File: src/rtl/corner_stream_mux.sv
// corner_stream_mux: merges NCH thresholded corner streams into one tagged word stream with per-frame trailers (c clk, r sync reset, en/min_score gate, fv/d/dv per channel in, q/qv/qrdy out, drop_cnt)
module corner_stream_mux #(
  parameter int NCH = 2,
  parameter int FIFO_AW = 4
) (
  input  logic              c,
  input  logic              r,
  input  logic              en,
  input  logic [7:0]        min_score,
  input  logic [NCH-1:0]    fv,
  input  logic [32*NCH-1:0] d,
  input  logic [NCH-1:0]    dv,
  output logic [31:0]       q,
  output logic              qv,
  input  logic              qrdy,
  output logic [15:0]       drop_cnt
);
  localparam int DEPTH = 1 << FIFO_AW;
  localparam int PW = (NCH > 1) ? $clog2(NCH) : 1;
  localparam logic [FIFO_AW:0] LIM = (FIFO_AW+1)'(DEPTH - 2);
  logic [NCH-1:0][31:0] head;
  logic [NCH-1:0] ne, drop, pop;
  logic [PW-1:0] ptr, sel, idx;
  logic found, load;
  logic [16:0] dsum;
  assign load = ~qv | qrdy;
  assign dsum = {1'b0, drop_cnt} + 17'($countones(drop));
  for (genvar k = 0; k < NCH; k++) begin : g_ch
    localparam logic [1:0] TAG = 2'(k);
    logic [31:0] mem [DEPTH];
    logic [FIFO_AW:0] wp, rp, occ;
    logic [15:0] cnt, cnt_n;
    logic fv_d, armed, in_frame, ovf, rise, fall, cand, wr, unused_hi;
    assign unused_hi = ^d[32*k+29 +: 3];
    assign occ = wp - rp;
    assign ne[k] = occ != '0;
    assign head[k] = mem[rp[FIFO_AW-1:0]];
    // armed blocks a false rising edge when reset releases in the middle of a frame
    assign rise = fv[k] & ~fv_d & armed;
    assign fall = ~fv[k] & fv_d & in_frame;
    assign cand = dv[k] & fv[k] & (in_frame | rise) & en & (d[32*k +: 8] >= min_score);
    // a corner needs two free slots so the trailer always has room
    assign wr = cand & (occ <= LIM);
    assign drop[k] = cand & ~wr;
    assign pop[k] = load & found & (sel == PW'(k));
    assign cnt_n = rise ? '0 : cnt;
    always_ff @(posedge c)
      if (wr | fall) mem[wp[FIFO_AW-1:0]] <= fall ? {1'b1, TAG, ovf, 12'h000, cnt} : {1'b0, TAG, d[32*k +: 29]};
    always_ff @(posedge c) begin
      if (r) begin
        wp <= '0;
        rp <= '0;
        cnt <= '0;
        fv_d <= 1'b0;
        armed <= 1'b0;
        in_frame <= 1'b0;
        ovf <= 1'b0;
      end else begin
        wp <= (wr | fall) ? wp + 1'b1 : wp;
        rp <= pop[k] ? rp + 1'b1 : rp;
        cnt <= cnt_n + {15'b0, wr & ~&cnt_n};
        fv_d <= fv[k];
        armed <= armed | ~fv[k];
        in_frame <= rise | (in_frame & ~fall);
        ovf <= (ovf & ~rise) | drop[k];
      end
    end
  end
  always_comb begin
    found = 1'b0;
    sel = ptr;
    idx = (ptr == PW'(NCH-1)) ? '0 : ptr + 1'b1;
    for (int i = 0; i < NCH; i++) begin
      if (!found && ne[idx]) begin
        found = 1'b1;
        sel = idx;
      end
      idx = (idx == PW'(NCH-1)) ? '0 : idx + 1'b1;
    end
  end
  always_ff @(posedge c) begin
    if (r) begin
      q <= '0;
      qv <= 1'b0;
      ptr <= PW'(NCH-1);
      drop_cnt <= '0;
    end else begin
      drop_cnt <= dsum[16] ? 16'hFFFF : dsum[15:0];
      qv <= load ? found : qv;
      q <= (load & found) ? head[sel] : q;
      ptr <= (load & found) ? sel : ptr;
    end
  end
endmodule
File: config.mk
export PLATFORM = sky130hd
export DESIGN_NAME = corner_stream_mux
export DESIGN_NICKNAME = d
export VERILOG_FILES = /design/src/rtl/corner_stream_mux.sv
export SDC_FILE = /design/constraint.sdc
export NUM_CORES = 1
export LEC_CHECK = 0
export ABC_AREA = 0
export ABC_CLOCK_PERIOD_IN_PS = 7000
export CELL_PAD_IN_SITES_DETAIL_PLACEMENT = 0
export CELL_PAD_IN_SITES_GLOBAL_PLACEMENT = 1
export CORE_ASPECT_RATIO = 1.25
export CORE_MARGIN = 5
export CORE_UTILIZATION = 53
export CTS_CLUSTER_SIZE = 20
export DETAILED_ROUTE_END_ITERATION = 8
export GPL_ROUTABILITY_DRIVEN = 1
export PLACE_DENSITY_LB_ADDON = 0.1
export SLEW_MARGIN = 20
export SYNTH_ARGS = -nofsm -noshare
export SYNTH_HDL_FRONTEND = slang
export SYNTH_SLANG_ARGS = --single-unit
File: constraint.sdc
create_clock -name c -period 7 [get_ports c]
set_input_delay 1.4 -clock c [delete_from_list [all_inputs] [get_ports c]]
set_output_delay 1.4 -clock c [all_outputs]
set_load 0.005 [all_outputs]
# Word-level counts from Yosys, hierarchy flattened
# Memories as Yosys holds them, arrays and structs flattened. A register that Yosys moved wholly into a read port is not among the register bits.
# Index checks and enable logic that the tools add are counted.
totals:
  mem_count: 2
  ramBits: 1024
  ff_bits: 110
  word_cells: 124
op_classes:
  n_lt_le_gt_ge: 7
  n_addsub: 12
  bitwise_logic: 52
  muxes: 25
  n_reduce_logical: 8
mem_list:
  columns: ["memory", "depth", "word_bits", "rd", "rd_ports_with_merged_regs", "write_ports", "line_no", "text"]
  rows:
  - ["g_ch[0].mem", 16, 32, 1, 1, 1, "30", "logic [31:0] mem [DEPTH];"]
  - ["g_ch[1].mem", 16, 32, 1, 1, 1, "30", null]
op_table:
  columns: ["op", "n"]
  rows:
  - ["two-way mux 32 bit", 4]
  - ["two-way mux 16 bit", 3]
  - ["adder 16 x 1 -> 16 bit", 2]
  - ["AND reduction 16 bit", 2]
  - ["AND 1 bit", 29]
  - ["adder 5 x 1 -> 5 bit (second input constant)", 4]
  - ["adder 16 x 2 -> 17 bit", 1]
  - [">= comparator 8 bit", 2]
  - ["two-way mux 4 bit", 4]
  - ["two-way mux 1 bit", 14]
  - ["NOT 1 bit", 12]
  - ["OR 1 bit", 11]
  - ["<= comparator 5 x 4 -> 1 bit (second input constant)", 2]
  - ["nonzero test 5 bit", 2]
  - ["subtractor 5 bit", 2]
  - ["< comparator 1 x 2 -> 1 bit (second input constant)", 3]
  - ["zero test 1 bit", 3]
  - ["adder 1 bit (second input constant)", 2]
  - ["adder 1 x 1 -> 2 bit", 1]
  - ["logical AND 1 bit", 1]

# Depth between registers and ports, before layout
logic_depth:
  depth_word: 13
  ltp_mapped: 17
  ltp_nobuf: 16

# Least setup slack after synthesis
# Ideal clock, no wire load.
synth_timing:
  kind: "input to register"
  start: "input min_score[5]"
  end: "memory g_ch[0].mem[0][0] (enable)"
  arrival_ns: 5.737
  n_path_buf: 0
  setup_ns: 0.503
  cell_stages: 8
  slack_ns: 0.759
  path_cell_list: "inv_1 > ha_1 > a21oi_1 > nor2_1 > a211oi_1 > o2bb2ai_1 > a21oi_4 > nor4b_1"
synth_between:
  elab_chain_cells: 6
synth_rtl:
  columns: ["element", "line_no", "text"]
  rows:
  - ["from (decl)", "9", "input logic [7:0] min_score,"]
  - [">= comparator 8 bit", "41", "assign cand = dv[k] & fv[k] & (in_frame | rise) & en & (d[32*k +: 8] >= min_score);"]
  - ["AND 1 bit", "41", null]
  - ["AND 1 bit", "43", "assign wr = cand & (occ <= LIM);"]
  - ["OR 1 bit", "48", "if (wr | fall) mem[wp[FIFO_AW-1:0]] <= fall ? {1'b1, TAG, ovf, 12'h000, cnt} : {1'b0, TAG, d[32*k +: 29]};"]
  - ["two-way mux 1 bit (2 in a row)", "48", null]
  - ["to (decl)", "30", null]
# No other way between the ends.

# Final worst setup path
layout_timing:
  start: "input min_score[5]"
  end: "register drop_cnt[0]"
layout_between:
  elab_chain_cells: 8
  elab_cells_between_ends: 13
layout_rtl:
  columns: ["element", "line_no", "text"]
  rows:
  - [">= comparator 8 bit", "41", null]
  - ["AND 1 bit", "41", null]
  - ["AND 1 bit", "43", null]
  - ["NOT 1 bit", "44", "assign drop[k] = cand & ~wr;"]
  - ["AND 1 bit", "44", null]
  - ["adder 1 x 1 -> 2 bit (not written as such) (*)", "27", "assign dsum = {1'b0, drop_cnt} + 17'($countones(drop));"]
  - ["adder 16 x 2 -> 17 bit (*)", "27", null]
  - ["two-way mux 16 bit (*)", "88", "drop_cnt <= dsum[16] ? 16'hFFFF : dsum[15:0];"]
  - ["to (signal assigned)", "88", null]
  - ["to (decl)", "16", "output logic [15:0] drop_cnt"]
# Every way passes the cells marked *; elsewhere a longest branch is shown, timed or not.
# A chain may end at the register's enable or synchronous reset.

==> metrics.cfg <==
[status]
outcome=completed

[power]
p_clk_share_pct=36.2
power_frac_comb_pct=14.9
p_switching_mw=3.762
power.internal_mw=11.21
seq_power_share_pct=48.9
p_leak_nw=15.18
swShare_pct=25.13
max-vdd-ir-drop_v=0.0002531
power_density_nw_per_um2=306.2

[yosys]
synth_warnings=0
avgSynthCellArea_sq_um=16.95
synth_edf_count=960
yosysSeqAreaShare_pct=72.30
ys_async_sr_fraction_pct=0
syn_inst=2544
netlist_area_sq_um=43110
synth.distinct_cells=75
synth_top_flop_cell=edfxtp_1
ys_ff_latch=1077
syn_nets=2666

[die]
top_level_ports=129
die-area_sq_um=87190
rows=117
die_y_um=328.9
initial_core_util_pct=53.16
core-area_sq_um=81100
die_w_um=265.1

[setup_path]
criticalPathCategory=input port to register
cp.arrival_ns=5.27
cp-end-kind=register
required_ns=7.58
crit_path_max_fanout=14
start_kind=input port

[global_routing]
grt_pass1_vias=23634
grt_start_max_net_pins=86
antenna_found_initial=1
overflow=0
grt.total_usage_pct=23.30
grt_pass1_wl_um=151200

[sta]
report.final.hold_viol_count=0
worst_slew_pin_slew_ns=1.138
rsz0062_at_grt=no
drv_slew=0
fin_worst_skew_ns=0.02442
period_share_pct=66.95
setup_ws_ns=2.314
fmaxAchievable_ghz=0.2134
finalSetupViolCount=0
slew_headroom_pct=24.14
whs_ns=0.4662
setup_tns_ns=0
post-route-min-period_ns=4.686

[placement]
dp_hpwl_um=56510
io_buffers=121
place_worst_setup_slack_ns=1.632
place.gp.congestion=0.8025
dpl_cell_area_sq_um=45580

[clocking]
cts_buffer_depth=3
cts_resized=0
tritoncts=yes
clkTransAtPathRegs_ns=0.06
clk_latency_ns=0.67
cts_buffers=102
clockRootBuffer=clkbuf_16
htreeDepth=3
cts_setup_buffers=0
cts_hold_buf=0
cts_sinks=1077

[final_layout]
final_area_sq_um=48890
drive_above_1_share_pct=13.99
fin_nets=2802
final_util_pct=60.28
antennaDiodeCount=0
syn2layout_area_growth_pct=13.39

[drt]
vias=23022
dr.pass1.iters=5
detail-route-antenna-nets=0
drt-initial-drc-count=1592
wl_um=102000
drt-vias-per-instance=6.000
routedWlPerCell_um=26.59
drc=0

[hold_path]
hold_path.class=register to register

[job]
cap_violations=0

==> synthesized netlist by cell type, types with 5 or more instances <==
cell type | n | share of area, %
buf_4 | 8 | 0.14
nor3_1 | 14 | 0.16
ha_1 | 39 | 1.1
and3_1 | 29 | 0.42
nor2_1 | 45 | 0.39
buf_2 | 37 | 0.43
xor2_1 | 27 | 0.55
mux4_2 | 120 | 6.3
nand3b_1 | 6 | 0.10
nor2b_1 | 45 | 0.65
o21ai_0 | 15 | 0.17
nand2b_1 | 5 | 0.073
nand2_1 | 168 | 1.5
inv_1 | 66 | 0.57
mux2i_1 | 273 | 6.3
xnor2_1 | 14 | 0.28
o221ai_1 | 30 | 0.61
and2_1 | 31 | 0.45
nor3b_1 | 15 | 0.26
nand3_1 | 39 | 0.45
buf_1 | 5 | 0.044
nand4_1 | 38 | 0.55
a22oi_1 | 121 | 2.1
dfxtp_1 | 117 | 5.4
a211oi_1 | 31 | 0.54
or3_1 | 14 | 0.20
a21oi_1 | 78 | 0.91
edfxtp_1 | 960 | 67
clkbuf_1 | 80 | 0.70
==> worst paths after layout <==
path,from,endpoint,slack (ns),cells after the start
max,min_score[5],drop_cnt[0]$_SDFF_PP0_,2.31,14
min,g_ch[0].ovf$_SDFF_PP0_,g_ch[0].ovf$_SDFF_PP0_,0.47,2
max reg2reg,g_ch[1].wp[0]$_SDFFE_PP0P_,drop_cnt[0]$_SDFF_PP0_,3.01,14
min reg2reg,g_ch[0].ovf$_SDFF_PP0_,g_ch[0].ovf$_SDFF_PP0_,0.47,2
==> cell type report <==
cell class | count | area (sq um)
Tap cell | 1071 | 1340
Fill cell | 5983 | 32210
Timing Repair Buffer | 166 | 1556
Clock buffer | 131 | 2774
Clock inverter | 59 | 534.3
Inverter | 66 | 247.7
Multi-Input combinational cell | 1267 | 11240
Sequential cell | 1077 | 31190
==> power groups by stage <==
stage | Combinational, mW | Sequential, mW | Clock [mW]
2_1_floorplan | 1.65 | 7.29 | 0
3_3_place_gp | 2.21 | 7.46 | 0
3_5_place_dp | 2.25 | 7.47 | 0
4_1_cts | 2.26 | 7.33 | 5.51
5_1_grt | 2.42 | 7.35 | 5.79
6_report | 2.23 | 7.32 | 5.41
==> state kept, by name, summed over array words and instances (netlist names), named ones only <==
signal	cells
qv	1
g_ch.cnt	32
g_ch.armed	2
g_ch.wp	10
q	31
g_ch.rp	10
drop_cnt	16
g_ch.ovf	2
ptr	1
g_ch.fv_d	2
g_ch.mem	960
g_ch.in_frame	2
==> metal layers <==
metal	part of all wire (%)	vias up	GRT usage, %
li1	-	10314	-
met1	40	12018	29.92
met2	53	530	42.51
met3	4.1	160	2.888
met4	2.2	0	5.671
met5	0	-	0
==> through the flow <==
| step | power [mW] | cells |
|---|---|---|
| global route | 15.56 | 3837 |
| detailed placement | 9.720 | 3647 |
| CTS | 15.10 | 3837 |
| floorplan | 8.945 | 2544 |
| finish | 14.97 | 3837 |
| global placement | 9.670 | 3647 |
==> logic make-up (layout without fill, tap and decap cells) <==
family	after synthesis	after routing	synth area share [%]
DFF	1077	1077	72.30
and+or+nand+nor	471	471	5.618
muxes	395	395	12.66
AOI/OAI and AO/OA	316	316	5.302
buffers and inverters	200	422	1.973
adders and majority gates	42	42	1.271
xor gates and xnor gates	42	42	0.8706
other	1	1	0.008698
==> cell usage in the layout (no fill, tap or decap), drive strengths merged, types with 30 or more instances in the layout <==
master,instances
nand2,169
nor2b,45
clkinv,42
o221ai,32
ha,39
mux2i,273
nand4,38
clkdlybuf4s50,120
mux4,120
edfxtp,960
and3,30
a22oi,121
clkbuf,131
buf,46
a21oi,83
dfxtp,117
nor2,45
and2,31
nand3,39
a211oi,32
inv,69
==> worst max-delay path, cell delays in order <==
cell and delay (ns):
clkdlybuf4s50_1 0.45, inv_1 0.07, ha_1 0.30, a21oi_1 0.07
nor2_1 0.12, a211oi_1 0.06, o2bb2ai_1 0.65, nand2b_1 0.22
fa_1 0.45, inv_1 0.07, ha_1 0.24, nand4_1 0.27
or3_1 0.68, a21oi_1 0.22
Power figures use the tool's default switching activity.
